[config.mk]
export PLATFORM = sky130hd
export DESIGN_NAME = multicycle_ctrl
export DESIGN_NICKNAME = d
export VERILOG_FILES = /design/src/rtl/multicycle_ctrl_pkg.sv /design/src/rtl/multicycle_ctrl_condcheck.sv /design/src/rtl/multicycle_ctrl.sv
export SDC_FILE = /design/constraint.sdc
export NUM_CORES = 1
export LEC_CHECK = 0
export BUFFER_PORTS_ARGS = -buffer_cell sky130_fd_sc_hd__buf_2
export CORE_ASPECT_RATIO = 0.8
export CORE_MARGIN = 1.5
export CORE_UTILIZATION = 40
export DETAILED_ROUTE_END_ITERATION = 10
export MAX_ROUTING_LAYER = met4
export PLACE_DENSITY = 0.74
export SETUP_SLACK_MARGIN = 0.02
export SLEW_MARGIN = 40
export SYNTH_ARGS = -nofsm -noshare
export SYNTH_HDL_FRONTEND = slang
export SYNTH_HIERARCHICAL = 1
export SYNTH_SLANG_ARGS = --single-unit
[constraint.sdc]
create_clock -name clk -period 1.78 [get_ports clk]
set_clock_uncertainty 0.05 [all_clocks]
set_input_delay 0.356 -clock clk [delete_from_list [all_inputs] [get_ports clk]]
set_output_delay 0.356 -clock clk [all_outputs]
set_load 0.05 [all_outputs]
[src/rtl/multicycle_ctrl_pkg.sv]
// Shared encodings for the multicycle controller: FSM states, datapath
// select codes, instruction op/cmd fields, condition codes, and the cmd
// decode helpers used by both the execute and writeback states.
package multicycle_ctrl_pkg;

    typedef enum logic [3:0] {
        S_FETCH    = 4'd0,
        S_DECODE   = 4'd1,
        S_MEMADR   = 4'd2,
        S_MEMREAD  = 4'd3,
        S_MEMWB    = 4'd4,
        S_MEMWRITE = 4'd5,
        S_EXECUTER = 4'd6,
        S_EXECUTEI = 4'd7,
        S_ALUWB    = 4'd8,
        S_BRANCH   = 4'd9
    } state_t;

    localparam logic [2:0] ALU_ADD = 3'b000;
    localparam logic [2:0] ALU_SUB = 3'b001;
    localparam logic [2:0] ALU_AND = 3'b010;
    localparam logic [2:0] ALU_ORR = 3'b011;

    localparam logic [1:0] IMM_DP  = 2'b00;
    localparam logic [1:0] IMM_MEM = 2'b01;
    localparam logic [1:0] IMM_BR  = 2'b10;

    localparam logic [1:0] RES_ALUOUT = 2'b00;
    localparam logic [1:0] RES_DATA   = 2'b01;
    localparam logic [1:0] RES_ALURES = 2'b10;

    localparam logic [1:0] SRCB_WD   = 2'b00;
    localparam logic [1:0] SRCB_IMM  = 2'b01;
    localparam logic [1:0] SRCB_FOUR = 2'b10;

    localparam logic [1:0] OP_DP  = 2'b00;
    localparam logic [1:0] OP_MEM = 2'b01;
    localparam logic [1:0] OP_BR  = 2'b10;

    localparam logic [3:0] CMD_AND = 4'b0000;
    localparam logic [3:0] CMD_SUB = 4'b0010;
    localparam logic [3:0] CMD_ADD = 4'b0100;
    localparam logic [3:0] CMD_CMP = 4'b1010;
    localparam logic [3:0] CMD_ORR = 4'b1100;

    localparam logic [3:0] COND_EQ = 4'b0000;
    localparam logic [3:0] COND_NE = 4'b0001;
    localparam logic [3:0] COND_CS = 4'b0010;
    localparam logic [3:0] COND_CC = 4'b0011;
    localparam logic [3:0] COND_MI = 4'b0100;
    localparam logic [3:0] COND_PL = 4'b0101;
    localparam logic [3:0] COND_VS = 4'b0110;
    localparam logic [3:0] COND_VC = 4'b0111;
    localparam logic [3:0] COND_HI = 4'b1000;
    localparam logic [3:0] COND_LS = 4'b1001;
    localparam logic [3:0] COND_GE = 4'b1010;
    localparam logic [3:0] COND_LT = 4'b1011;
    localparam logic [3:0] COND_GT = 4'b1100;
    localparam logic [3:0] COND_LE = 4'b1101;
    localparam logic [3:0] COND_AL = 4'b1110;

    // Unknown cmds fall back to ADD; their writeback is suppressed separately.
    function automatic logic [2:0] cmd_alu(input logic [3:0] cmd);
        case (cmd)
            CMD_SUB, CMD_CMP: return ALU_SUB;
            CMD_AND:          return ALU_AND;
            CMD_ORR:          return ALU_ORR;
            default:          return ALU_ADD;
        endcase
    endfunction

    // True for cmds that write their result back to Rd.
    function automatic logic cmd_writes(input logic [3:0] cmd);
        return (cmd == CMD_ADD) || (cmd == CMD_SUB) ||
               (cmd == CMD_AND) || (cmd == CMD_ORR);
    endfunction

endpackage

[src/rtl/multicycle_ctrl_condcheck.sv]
// ARM condition evaluation against stored NZCV flags.
// Ports:
//   cond_i    - instruction condition field
//   flags_i   - stored flags {N,Z,C,V}
//   cond_ex_o - 1 when the instruction should execute
module multicycle_ctrl_condcheck
    import multicycle_ctrl_pkg::*;
(
    input  logic [3:0] cond_i,
    input  logic [3:0] flags_i,
    output logic       cond_ex_o
);
    logic n, z, c, v, ge;

    assign {n, z, c, v} = flags_i;
    assign ge = (n == v);

    always_comb begin
        cond_ex_o = 1'b0;
        case (cond_i)
            COND_EQ: cond_ex_o = z;
            COND_NE: cond_ex_o = ~z;
            COND_CS: cond_ex_o = c;
            COND_CC: cond_ex_o = ~c;
            COND_MI: cond_ex_o = n;
            COND_PL: cond_ex_o = ~n;
            COND_VS: cond_ex_o = v;
            COND_VC: cond_ex_o = ~v;
            COND_HI: cond_ex_o = c & ~z;
            COND_LS: cond_ex_o = ~c | z;
            COND_GE: cond_ex_o = ge;
            COND_LT: cond_ex_o = ~ge;
            COND_GT: cond_ex_o = ~z & ge;
            COND_LE: cond_ex_o = z | ~ge;
            COND_AL: cond_ex_o = 1'b1;
            default: cond_ex_o = 1'b0;   // 1111 never executes
        endcase
    end
endmodule

[src/rtl/multicycle_ctrl.sv]
// Main sequencing controller for the multicycle ARM-subset datapath.
// Holds the instruction-phase FSM and the NZCV flags register, and decodes
// every datapath select / write enable from the current state plus the
// latched instruction fields.
// Ports:
//   clk, reset  - clock, async active-high reset
//   Instr       - IR[31:12]
//   ALUFlags    - NZCV from the ALU, sampled at the end of execute
//   *Write      - register / memory enables (forced 0 during reset)
//   AdrSrc, RegSrc, ALUSrcA, ALUSrcB, ResultSrc, ImmSrc, ALUControl - selects
//   State       - current FSM state for debug
module multicycle_ctrl
    import multicycle_ctrl_pkg::*;
(
    input  logic        clk,
    input  logic        reset,
    input  logic [19:0] Instr,
    input  logic [3:0]  ALUFlags,
    output logic        PCWrite,
    output logic        RegWrite,
    output logic        MemWrite,
    output logic        IRWrite,
    output logic        FPUWrite,
    output logic        AdrSrc,
    output logic [1:0]  RegSrc,
    output logic [1:0]  ALUSrcA,
    output logic [1:0]  ALUSrcB,
    output logic [1:0]  ResultSrc,
    output logic [1:0]  ImmSrc,
    output logic [2:0]  ALUControl,
    output logic [3:0]  State
);
    state_t     state_q;
    logic [3:0] flags_q;
    logic       cond_ex;

    // Instr holds IR[31:12], so IR bit k sits at Instr[k-12].
    logic [3:0] cond, cmd, rd, unused_rn;
    logic [1:0] op;
    logic       i_bit, s_bit, u_bit, rd_pc;

    assign cond      = Instr[19:16];
    assign op        = Instr[15:14];
    assign i_bit     = Instr[13];
    assign cmd       = Instr[12:9];
    assign u_bit     = Instr[11];
    assign s_bit     = Instr[8];   // S for data-processing, L for memory
    assign unused_rn = Instr[7:4];
    assign rd        = Instr[3:0];
    assign rd_pc     = (rd == 4'd15);

    multicycle_ctrl_condcheck u_condcheck (
        .cond_i    (cond),
        .flags_i   (flags_q),
        .cond_ex_o (cond_ex)
    );

    // Condition is evaluated on stored flags in DECODE, before this
    // instruction's own execute can update them.
    always_ff @(posedge clk or posedge reset) begin
        if (reset) begin
            state_q <= S_FETCH;
            flags_q <= 4'b0000;
        end else begin
            case (state_q)
                S_FETCH:    state_q <= S_DECODE;
                S_DECODE: begin
                    if (!cond_ex)
                        state_q <= S_FETCH;
                    else begin
                        case (op)
                            OP_MEM:  state_q <= S_MEMADR;
                            OP_BR:   state_q <= S_BRANCH;
                            OP_DP:   state_q <= i_bit ? S_EXECUTEI : S_EXECUTER;
                            default: state_q <= S_FETCH;   // undefined op
                        endcase
                    end
                end
                S_MEMADR:   state_q <= s_bit ? S_MEMREAD : S_MEMWRITE;
                S_MEMREAD:  state_q <= S_MEMWB;
                S_EXECUTER,
                S_EXECUTEI: begin
                    state_q <= S_ALUWB;
                    if (s_bit || (cmd == CMD_CMP))
                        flags_q <= ALUFlags;
                end
                default:    state_q <= S_FETCH;
            endcase
        end
    end

    logic pc_we, reg_we, mem_we, ir_we;

    always_comb begin
        pc_we      = 1'b0;
        reg_we     = 1'b0;
        mem_we     = 1'b0;
        ir_we      = 1'b0;
        AdrSrc     = 1'b0;
        RegSrc     = 2'b00;
        ALUSrcA    = 2'b00;
        ALUSrcB    = SRCB_WD;
        ResultSrc  = RES_ALUOUT;
        ImmSrc     = IMM_DP;
        ALUControl = ALU_ADD;
        case (state_q)
            S_FETCH: begin
                ir_we     = 1'b1;
                pc_we     = 1'b1;
                ALUSrcA   = 2'b01;
                ALUSrcB   = SRCB_FOUR;
                ResultSrc = RES_ALURES;
            end
            S_DECODE: begin
                ALUSrcA   = 2'b01;
                ALUSrcB   = SRCB_FOUR;
                ResultSrc = RES_ALURES;
                if (op == OP_MEM) RegSrc = 2'b10;
                if (op == OP_BR) begin
                    RegSrc = 2'b01;
                    ImmSrc = IMM_BR;
                end
            end
            S_MEMADR: begin
                ALUSrcB    = SRCB_IMM;
                ImmSrc     = IMM_MEM;
                ALUControl = u_bit ? ALU_ADD : ALU_SUB;
            end
            S_MEMREAD:  AdrSrc = 1'b1;
            S_MEMWB: begin
                ResultSrc = RES_DATA;
                reg_we    = 1'b1;
                pc_we     = rd_pc;
            end
            S_MEMWRITE: begin
                AdrSrc = 1'b1;
                mem_we = 1'b1;
            end
            S_EXECUTER: ALUControl = cmd_alu(cmd);
            S_EXECUTEI: begin
                ALUSrcB    = SRCB_IMM;
                ALUControl = cmd_alu(cmd);
            end
            S_ALUWB: begin
                reg_we = cmd_writes(cmd);
                pc_we  = cmd_writes(cmd) && rd_pc;
            end
            S_BRANCH: begin
                ALUSrcB   = SRCB_IMM;
                ImmSrc    = IMM_BR;
                ResultSrc = RES_ALURES;
                pc_we     = 1'b1;
            end
            default: ;
        endcase
    end

    // State is already FETCH during reset; only the enables need masking.
    assign PCWrite  = pc_we  & ~reset;
    assign RegWrite = reg_we & ~reset;
    assign MemWrite = mem_we & ~reset;
    assign IRWrite  = ir_we  & ~reset;
    assign FPUWrite = 1'b0;
    assign State    = state_q;

endmodule

==> key figures <==
GRT
  – Number of global-route vias before repair: between 1000 and 1500
  – GR Overflow Total: 0
  – Gr usage total: 0.2598
  – Largest net degree at the start of global routing: 10
  – Initial antenna violation count: 0
  – First-pass GRT wire length: about 4.8 mm

Critical path
  – CP required: about 1900 ps
  – CP max FO: 3
  – Setup CP Type: register to register
  – RR Endpoint: State[2]$_DFF_PP0_
  – Worst-path cell chain: xnor2_2, o22ai_1, a211o_1, a211o_1, nor3b_4, o21ai_1, a21oi_1
  – Reg-to-reg slack, setup: -310 ps
  – Worst Setup End Kind: register
  – Worst path arrival time: between 2000 and 2500 ps
  – Reg2Reg Depth: 7
  – Critical Path Max Stage Delay: about 430 ps
  – Worst reg2reg startpoint: flags_q[0]$_DFFE_PP0P_
  – Slowest-stage cell, CP: dfrtp_1
  – Most common cell on crit path: a211o_1
  – CP Launch Type: register
  – Delay-heaviest family, CP: compound AO/OA/AOI/OAI gates
  – Worst Path Buf+Inv: 0

Route
  – DR vias: 1185
  – 1st-pass router iterations: 6
  – Vias/cell: ~5.8
  – Antenna viol nets, final: 0
  – DRC errors left: 0
  – Routed len/inst: between 15 and 20 um
  – WL final: between 3 and 4 mm
  – Initial DRC count: between 60 and 70

STA
  – Fin. Hold Viols: 0
  – Min Tclk post-route: 2086 ps
  – Final setup TNS: -3189 ps
  – PnR worst setup slack: -305.7 ps
  – RSZ-0062 raised after global routing: true
  – Pins Over Slew Limit: 0
  – Final setup viols: 19
  – Crit share post-route: 1.172
  – Min Hold Slack: 171.4 ps
  – Peak Freq: 0.4795 GHz

Clocking
  – Clock Latency Late Sink: around 270 ps
  – Clk slew on worst S/H paths: around 70 ps
  – CTS Root Buffer Type: clkbuf_4
  – Hold buffers post-CTS: 0
  – Num CTS Buffers: 3
  – Clk buf depth: 2
  – H-tree Lvls: 1
  – # clock sinks: 8
  – CTS tree: yes

Pwr
  – Power Total: 3.323 mW
  – VDD IR max: about 2.2 mV
  – Cell Pwr Density: 1777 mW/mm^2
  – Leakage: ~0.85 nW

Floorplanning
  – Core area: between 0.002 and 0.0025 mm^2
  – Die width: around 56 um
  – # rows: 15
  – Ports: between 40 and 50
  – DIE AREA: 0.002554 mm^2
  – Die Y: approximately 46 um
  – Initial Util: 0.4222

Logic synthesis
  – Synthesized area: 903.4 um^2
  – Synth warnings: 6
  – Top_reg_cell synth: dfrtp_1
  – Post-Syn Instances: 104
  – Post-synthesis register bit count: 8
  – Post-synth ARST share: 1.000
  – Synth top cells by count: 8 x dfrtp_1, 7 x a21oi_1, 7 x nand2b_1
  – Synth cell types: 46
  – Area leader, netlist: dfrtp_1
  – Most common cell in the netlist: dfrtp_1
  – Register area share after synthesis: 0.2216
  – Most area-consuming cells after synthesis: dfrtp_1 22%, mux2_4 8.3%, nand2b_1 4.8%, a21oi_1 3.9%, xor2_1 3.9%
  – Area share of the largest cell type after synthesis: 0.2216
  – Avg Cell Area, Syn: approximately 8.7 um^2
  – EDFF count, synth: 0

Layout
  – Share of layout cells above drive strength 1: 0.7403
  – Post-Layout Inst Area: about 0.0019 mm^2
  – Area Growth Syn to Fin: 107.1%
  – Layout Cells excl Fill: 206
  – Antenna diodes: 0
  – Fin nets: 208

Run
  – # Max-Cap Violations: 0

Placed design
  – Post-placement cell area: 0.001483 mm^2
  – Placed cells: 189
  – HPWL after detailed placement: 2.071 mm
  – RePlAce Congestion: around 0.75
  – Port Buf Inserts: 41

Min path
  – Hold WC Path Type: primary input to asynchronous set/reset pin

Run status
  – Outcome: complete, but fails checks
  – Failing checks: negative setup slack
routing by layer:
| layer | routed length, um | GRT usage | share of wire | vias to the layer above |
|---|---|---|---|---|
| li1 | - | - | - | 531 |
| met1 | 1400 | 0.2937 | 0.38 | 549 |
| met2 | 1839 | 0.4541 | 0.50 | 87 |
| met3 | 287 | 0.03977 | 0.078 | 18 |
| met4 | 150 | 0.1429 | 0.041 | 0 |
| met5 | 0 | - | 0 | - |
power breakdown:
part / switching (mW) / internal [mW] / total [mW]
Clock: 0.0798 / 0.0865 / 0.166
Combinational: 1.51 / 1.28 / 2.79
Sequential: 0.115 / 0.252 / 0.368
Total: 1.70 / 1.62 / 3.32
how the worst max path moves through the flow:
stage,from,end,slack [ps],cells past startpoint
after floorplan,State[3]$_DFF_PP0_,RegSrc[0],-410,5
after global placement,Instr[11],RegWrite,-130,5
after global routing,State[2]$_DFF_PP0_,RegSrc[0],-320,4
after CTS,State[3]$_DFF_PP0_,RegSrc[0],-230,4
final,flags_q[0]$_DFFE_PP0P_,State[2]$_DFF_PP0_,-310,7
after detailed placement,Instr[11],RegWrite,-140,5
timing repair:
item / in CTS / in global routing
setup endpoints to repair: 20 / 20
buffers inserted: 11 / 2
gates resized for setup: 54 / 16
pin swaps: 11 / 8
metrics by stage:
stage / utilization / worst slack, ps
global route: 0.8743 / -324.4
global placement: 0.6930 / -132.8
detailed placement: 0.6930 / -136.4
CTS: 0.8298 / -234.6
finish: 0.8743 / -305.7
floorplan: - / -409.8
cell usage in the layout (no fill, tap or decap), drive strengths merged, types with 2 or more instances in the layout:
cell,n
a211o,2
a21oi,7
buf,82
clkbuf,4
conb,3
dfrtp,8
inv,3
mux2,7
nand2,4
nand2b,7
nor2,5
nor2b,4
nor3,6
nor3b,4
nor4,3
nor4bb,2
o211ai,3
o21ai,3
o32ai,2
or2,2
or4,2
xnor2,2
xor2,4
area by class of cell:
class / instances / area, um^2
multi-input combinational: 83 / 923.4
timing repair buffer: 82 / 665.6
fill: 99 / 269.0
sequential: 8 / 205.2
tap: 25 / 31.28
clock buffer: 4 / 26.28
inverter: 4 / 18.77
tightest hold or removal path: cells and delay by family:
| family | cells | cell delay [ps] |
|---|---|---|
| buf+inv | 3 | 550 |
cell families after synthesis:
group,Yosys count,synth area share
AOI/OAI and AO/OA,23,0.1773
xor gates and xnor gates,6,0.06648
buffers and inverters,15,0.1011
DFF,8,0.2216
muxes,7,0.1080
other,1,0.004151
and+or+nand+nor,44,0.3213
registers in the layout (all words and copies together) (netlist names):
register	cells
State	4
flags_q	4
Power figures use the tool's default switching activity.
